**config.mk**
```make
export PLATFORM = sky130hd
export DESIGN_NAME = poc
export DESIGN_NICKNAME = d
export VERILOG_FILES = /design/src/rtl/poc_pkg.sv /design/src/rtl/poc_print_fsm.sv /design/src/rtl/poc.sv
export SDC_FILE = /design/constraint.sdc
export NUM_CORES = 1
export LEC_CHECK = 0
export CAP_MARGIN = 40
export CORE_ASPECT_RATIO = 1.2
export CORE_MARGIN = 2
export CORE_UTILIZATION = 45
export DETAILED_ROUTE_END_ITERATION = 16
export GPL_TIMING_DRIVEN = 0
export PLACE_DENSITY_LB_ADDON = 0.1
export SETUP_SLACK_MARGIN = 0.02
export SLEW_MARGIN = 20
export SYNTH_ARGS = -nofsm -noshare
export SYNTH_HDL_FRONTEND = slang
export SYNTH_HIERARCHICAL = 1
export SYNTH_SLANG_ARGS = --single-unit
```
**constraint.sdc**
```tcl
create_clock -name clk -period 2.4 [get_ports clk]
set_clock_uncertainty 0.05 [all_clocks]
set_input_delay 0.72 -clock clk [delete_from_list [all_inputs] [get_ports clk]]
set_output_delay 0.72 -clock clk [all_outputs]
set_load 0.05 [all_outputs]
```
**src/rtl/poc_pkg.sv**
```systemverilog
// Parallel output controller shared definitions.
// Register map, mode/ready constants and transfer FSM encoding.
package poc_pkg;

    localparam logic [2:0] ADDR_SR0 = 3'b000;
    localparam logic [2:0] ADDR_SR1 = 3'b001;
    localparam logic [2:0] ADDR_BR  = 3'b100;
    localparam logic [2:0] ADDR_SR7 = 3'b111;

    localparam logic POLLING   = 1'b0;
    localparam logic INTERRUPT = 1'b1;
    localparam logic READY     = 1'b1;
    localparam logic BUSY      = 1'b0;

    typedef enum logic [2:0] {
        S_IDLE,
        S_WAIT_RDY,
        S_STROBE,
        S_WAIT_ACK,
        S_WAIT_DONE
    } state_t;

endpackage

```
**src/rtl/poc_print_fsm.sv**
```systemverilog
// Printer transfer engine: handshake FSM, strobe and ack-timeout counters.
// Ports: start (SR7 busy), br, rdy in; tr, pd registered; done, err pulses.
module poc_print_fsm
    import poc_pkg::*;
#(
    parameter int TR_CYCLES   = 4,
    parameter int ACK_TIMEOUT = 1000
) (
    input  logic       clk,
    input  logic       rst_n,
    input  logic       start,
    input  logic [7:0] br,
    input  logic       rdy,
    output logic       tr,
    output logic [7:0] pd,
    output logic       done,
    output logic       err
);

    localparam int TW = $clog2(ACK_TIMEOUT + 1);
    localparam int SW = (TR_CYCLES > 1) ? $clog2(TR_CYCLES) : 1;

    localparam logic [SW-1:0] S_LAST  = SW'(TR_CYCLES - 1);
    localparam logic [TW-1:0] TO_LAST = TW'(ACK_TIMEOUT - 1);
    localparam logic [TW-1:0] TO_SAT  = TW'(ACK_TIMEOUT);

    state_t        state;
    logic [SW-1:0] scnt;
    logic [TW-1:0] tcnt;

    // done/err are combinational so the top can set SR7 on the very
    // edge the FSM returns to IDLE; a registered pulse would let IDLE
    // see a stale SR7 = 0 and start a spurious second transfer.
    assign done = (state == S_WAIT_DONE) && (rdy == READY);
    assign err  = (state == S_WAIT_ACK) && (rdy == READY)
                  && (tcnt >= TO_LAST);

    always_ff @(posedge clk or negedge rst_n) begin
        if (!rst_n) begin
            state <= S_IDLE;
            tr    <= 1'b0;
            pd    <= 8'h00;
            scnt  <= '0;
            tcnt  <= '0;
        end else begin
            // Timeout count is measured from tr rise; saturates.
            if (tcnt != TO_SAT)
                tcnt <= tcnt + 1'b1;
            unique case (state)
                S_IDLE: begin
                    if (start)
                        state <= S_WAIT_RDY;
                end
                S_WAIT_RDY: begin
                    if (rdy == READY) begin
                        state <= S_STROBE;
                        pd    <= br;
                        tr    <= 1'b1;
                        scnt  <= '0;
                        tcnt  <= '0;
                    end
                end
                S_STROBE: begin
                    if (scnt == S_LAST) begin
                        tr    <= 1'b0;
                        state <= S_WAIT_ACK;
                    end else begin
                        scnt <= scnt + 1'b1;
                    end
                end
                S_WAIT_ACK: begin
                    if (rdy == BUSY)
                        state <= S_WAIT_DONE;
                    else if (err)
                        state <= S_IDLE;
                end
                S_WAIT_DONE: begin
                    if (rdy == READY)
                        state <= S_IDLE;
                end
                default: state <= S_IDLE;
            endcase
        end
    end

endmodule

```
**src/rtl/poc.sv**
```systemverilog
// Parallel output controller: processor register file plus printer port.
// Ports: clk, rst_n, addr/rw/reg_in/data_in bus, reg_out, irq; rdy, tr, pd.
module poc
    import poc_pkg::*;
#(
    parameter int TR_CYCLES   = 4,
    parameter int ACK_TIMEOUT = 1000
) (
    input  logic       clk,
    input  logic       rst_n,
    input  logic [2:0] addr,
    input  logic       rw,
    input  logic       reg_in,
    input  logic [7:0] data_in,
    output logic       reg_out,
    output logic       irq,
    input  logic       rdy,
    output logic       tr,
    output logic [7:0] pd
);

    logic       sr0;
    logic       sr1;
    logic       sr7;
    logic [7:0] br;
    logic [7:0] sr;
    logic       done;
    logic       err;

    logic wr_sr0;
    logic wr_sr1;
    logic wr_sr7;
    logic wr_br;

    assign wr_sr0 = rw && (addr == ADDR_SR0);
    assign wr_sr1 = rw && (addr == ADDR_SR1);
    assign wr_sr7 = rw && (addr == ADDR_SR7);
    assign wr_br  = rw && (addr == ADDR_BR);

    always_ff @(posedge clk or negedge rst_n) begin
        if (!rst_n) begin
            sr0 <= POLLING;
            sr1 <= 1'b0;
            sr7 <= READY;
            br  <= 8'h00;
        end else begin
            if (wr_sr0)
                sr0 <= reg_in;
            // A fresh error outranks a simultaneous clear so it is not lost.
            if (err)
                sr1 <= 1'b1;
            else if (wr_sr1)
                sr1 <= 1'b0;
            // Processor write to SR7 outranks the FSM completion set.
            if (wr_sr7)
                sr7 <= reg_in;
            else if (done || err)
                sr7 <= READY;
            if (wr_br)
                br <= data_in;
        end
    end

    assign sr      = {sr7, 5'b00000, sr1, sr0};
    assign reg_out = rw ? 1'b0 : sr[addr];
    assign irq     = ~(sr0 & sr7);

    poc_print_fsm #(
        .TR_CYCLES  (TR_CYCLES),
        .ACK_TIMEOUT(ACK_TIMEOUT)
    ) u_fsm (
        .clk  (clk),
        .rst_n(rst_n),
        .start(sr7 == BUSY),
        .br   (br),
        .rdy  (rdy),
        .tr   (tr),
        .pd   (pd),
        .done (done),
        .err  (err)
    );

endmodule

```
Yosys cells after proc, flatten, opt, wreduce, memory -nomap -nowiden:

Cells that the tools add are included.

* magnitude comparators: 2
* mux-type cells: 23
* equal/unequal tests: 15
* reductions and logical operators: 17
* bitwise logic cells: 2
* add/subtract/negate cells: 2

Operators with widths (count)
* $mux 10: 3
* $mux 3: 6
* $pmux 3 s5: 1
* $add 10x1->10 const B: 1
* $ge 10x10->1 const B: 1
* $ne 10x10->1 const B: 1
* $eq 3x3->1 const B: 3
* $mux 1: 8
* $ne 2x2->1 const B: 4
* $logic_and 1x1->1: 7
* $eq 3x1->1 const B: 2
* $eq 3x2->1 const B: 2
* $logic_not 3->1: 2
* $reduce_and 3->1: 2
* $reduce_bool 2->1: 3
* $reduce_and 5->1: 1
* $lt 3x4->1 const B: 1
* $mux 2: 2
* $pmux 2 s2: 1
* $bmux 1 s3: 1
* $ne 3x3->1 const B: 1
* $add 2x1->2 const B: 1
* $eq 2x2->1 const B: 1
* $ne 2x1->1 const B: 1
* 5 further kinds: 5

* output and inout port bits: 11
* word-level logic and storage cells: 70
* register bits after elaboration: 35

Longest topological paths before layout:

* word-level depth: 6
* mapped depth: 6
* depth with buffers taken out: 5

Cells and area by module:

Netlist, hierarchy kept.

Modules (own cells, without submodules)
* poc_print_fsm: area an instance 1214.9 µm², seq. area each 600.6 µm², cells an instance 132, instances 1
* poc: area an instance 483.0 µm², seq. area each 276.5 µm², cells an instance 34, instances 1

Least setup slack after synthesis:

OpenSTA, ideal clock, no wires.

* path type: input -> output
* start point: in addr[2]
* end point: out reg_out
* setup slack: -0.220 ns
* arrival: 1.850 ns
* stages on the path: 2
* path buffers: 0
* path through: or3_1 > o22ai_1

* cells in the longest elaborated chain, start to end: 3

RTL lines
* start: declaration: RTL line poc.sv:11 `input logic [2:0] addr,`
* $bmux 1 s3: RTL line poc.sv:65 `assign reg_out = rw ? 1'b0 : sr[addr];`
* $mux 1 (not written as such): RTL line poc.sv:65
* $mux 1: RTL line poc.sv:65
* end: declaration: RTL line poc.sv:15 `output logic reg_out,`

No other way between the ends. The select of a mux whose other input is x is not followed.

Worst setup path in the final report:

* start point: in addr[1]
* end point: out reg_out

Same word-level chain as after synthesis.

==> results.md <==
* Fin nets at 219
* Crit-path max cell delay at 340 ps
* Antenna Nets Post-Route at 0
* Post-synth ARST share at 100%
* Routed WL at 3360 microns
* Drc violations at 0
* Cells after synthesis at 166
* Clock transition at path regs at 70 ps
* Slew Limit Headroom at 66.6%
* # IOs at 27
* # Max-Cap Violations at 0
* Inserted Diodes at 0
* EDFF count, synth at 0
* Critical setup path kind: in -> out
* Maximum VDD drop at 0.645 mV
* Die Area at 0.00428 sq mm
* Status: finished clean
* Peak Freq at 0.424 GHz
* Part of the cycle the worst path needs at 98.3%
* Synthesis-stage register bit count at 35
* First-pass GRT wire length at 5820 microns
* DR vias at 1377
* CTS Hold Bufs at 0
* Pwr per Cell Area at 1130 mW/mm^2
* FP Rows at 24
* Final Critical Period at 2360 ps
* Clk_lat worst skew at 280 ps
* Commonest non-fill, non-tap cell in the layout: dfrtp_1
* Clk root buf: clkbuf_8
* Total core area at 0.00363 sq mm
* Psw at 0.988 mW
* Setup crit end kind: primary output
* Dpl cells at 245
* Worst slew pin tran at 500 ps
* Startpoint Class: primary input
* Post-synth design cell area at 0.00170 sq mm
* Inserted Clock Buffers at 5
* WP buf/inv at 2
* Min-Delay Path Class: in -> async
* Crit path max fanout at 6
* Setup bufs post-CTS at 0
* Drt first-iter violations at 57
* Max Slew Vio Count at 0
* Count of different cell masters after synthesis at 40
* Post-synth top flop: dfrtp_1
* Synth-to-layout area growth at 25.2%
* Mapped Avg Cell Area at 10.2 sq um
* Clock Sink Count at 35
* Synthesis Warnings at 6
* Slowest-stage cell, CP: or3_4
* Share of power burned in registers at 40.2%
* GRT Util Overall at 18.0%
* Die X at 60.1 microns
* Final Hold Viols at 0
* Initial Util at 46.7%
* Most frequent cells in the layout: dfrtp_1 (34), nand2_1 (33), clkdlybuf4s50_1 (20), mux2_2 (10), o21ai_0 (8)
* Worst path cell trace: clkdlybuf4s15_2 -> or3_4 -> o22ai_2 -> buf_6
* Routed len/inst at 13.3 microns
* Total Power at 2.40 mW
* Vias in the first global route at 1352
* Final cell count without fillers at 253
* Comb power frac at 42.9%
* Drt first pass iters at 4
* Worst EP arrival at 1590 ps
* Syn Nets at 185
* Fraction of layout cells with a size suffix above 1 at 16.9%
* Die height at 71.3 microns
* CTS tree: done
* Dpl hpwl at 2450 microns
* Clk buf depth at 2
* Initial antenna violation count at 0
* RSZ-0062 raised after global routing: no
* Int Pwr at 1.42 mW
* Seq/Total Area, Yosys at 51.7%
* # fillers at 346
* Vias per cell at 5.44
* Routability cong. at 0.790
* H-tree depth at 2
* Clk pwr share at 16.9%
* Largest net degree at the start of global routing at 27
* Critical Path RT at 1630 ps
* Switching share of total power at 41.1%
* Pleak at 0.943 nW
* Family with the most delay on the worst path: buffers and inverters
* Port Buf Inserts at 26
* Finish-stage setup viols at 0
* Grt ovf at 0
==> metal layers <==
metal / global-route usage, % / wire (microns) / up-vias
li1: - / - / 656
met1: 21.8 / 1430 / 664
met2: 29.5 / 1670 / 50
met3: 5.05 / 227 / 7
met4: 7.90 / 37 / 0
met5: 0 / 0 / -
==> per-stage QoR <==
stage	utilization (%)	instance area (sq um)	hold WS, ps	TNS, ps	setup WS [ps]
floorplan	-	1700	374	0	102
global placement	55.9	2030	397	-5520	-856
detailed placement	56.3	2040	405	-1400	-896
CTS	58.4	2120	242	0	46.9
global route	58.5	2130	243	0	11.6
finish	58.5	2130	248	0	40.1
==> power groups by stage <==
stage / Sequential (mW) / Combinational [mW] / Clock, mW
floorplan: 1.15 / 0.533 / 0
global placement: 0.963 / 0.994 / 0
detailed placement: 0.974 / 1.03 / 0
CTS: 0.965 / 1.04 / 0.425
global route: 0.997 / 1.14 / 0.451
finish: 0.965 / 1.03 / 0.407
==> cell families (layout without fill, tap and decap cells) <==
family | after synthesis | after routing | share of synthesized area [%]
and+or+nand+nor | 74 | 74 | 23.7
DFF | 35 | 35 | 51.7
AOI/OAI and AO/OA | 26 | 26 | 9.58
muxes | 13 | 13 | 8.40
buffers and inverters | 13 | 48 | 3.39
adders and majority gates | 3 | 3 | 2.21
xor gates and xnor gates | 2 | 2 | 1.03
==> synth_stat cells (all sizes together) (4+ instances only) <==
cell | count | area share (%)
a21oi | 6 | 1.8
buf | 5 | 1.6
dfrtp | 34 | 50
inv | 7 | 1.5
mux2 | 10 | 6.6
nand2 | 33 | 7.3
nand3 | 5 | 1.5
nand4 | 4 | 1.8
nor2 | 4 | 0.88
o21ai | 8 | 2.4
or3 | 6 | 2.3
==> worst paths after layout <==
kind | cells after the start | slack (ps) | to | startpoint
setup / recovery | 4 | 40 | reg_out | addr[1]
min in group clk | 2 | 420 | u_fsm/pd[5] | br[5]
setup reg to reg | 5 | 500 | sr7 | u_fsm/tcnt[0]
hold / removal | 1 | 250 | br[2] | rst_n
max in group asynchronous | 2 | 1580 | sr7 | rst_n
hold reg to reg | 2 | 420 | u_fsm/pd[5] | br[5]
==> sequential cells by signal (all words and copies together) (netlist names) <==
name and flops:
u_fsm/scnt 2, sr0 1, sr7 1, u_fsm/tr 1
u_fsm/pd 8, br 8, sr1 1, u_fsm/tcnt 10
u_fsm/state 3
==> worst register-to-register path, cell delays in order (launching register included) <==
cell and delay (ps):
dfrtp_1 420, ha_1 270, a221oi_1 350, nor4_1 120, or3_1 350, mux2_2 270
==> repair_timing <==
| item | CTS | global route |
|---|---|---|
| pin swaps | 2 | 0 |
| gates resized for setup | 19 | 1 |
| setup endpoints to repair | 1 | 1 |
==> final cells by class <==
type / instances / area (sq um) / share of cell area (%)
Buffer: 6 / 31.3 / 1.47
Clock buffer: 6 / 72.6 / 3.41
Clock inverter: 2 / 12.5 / 0.589
Inverter: 7 / 26.3 / 1.24
Multi-Input combinational cell: 118 / 774 / 36.4
Sequential cell: 35 / 877 / 41.3
Tap cell: 52 / 65.1 / 3.06
Timing Repair Buffer: 27 / 267 / 12.5
No activity file was read; power rests on OpenSTA's default activity.
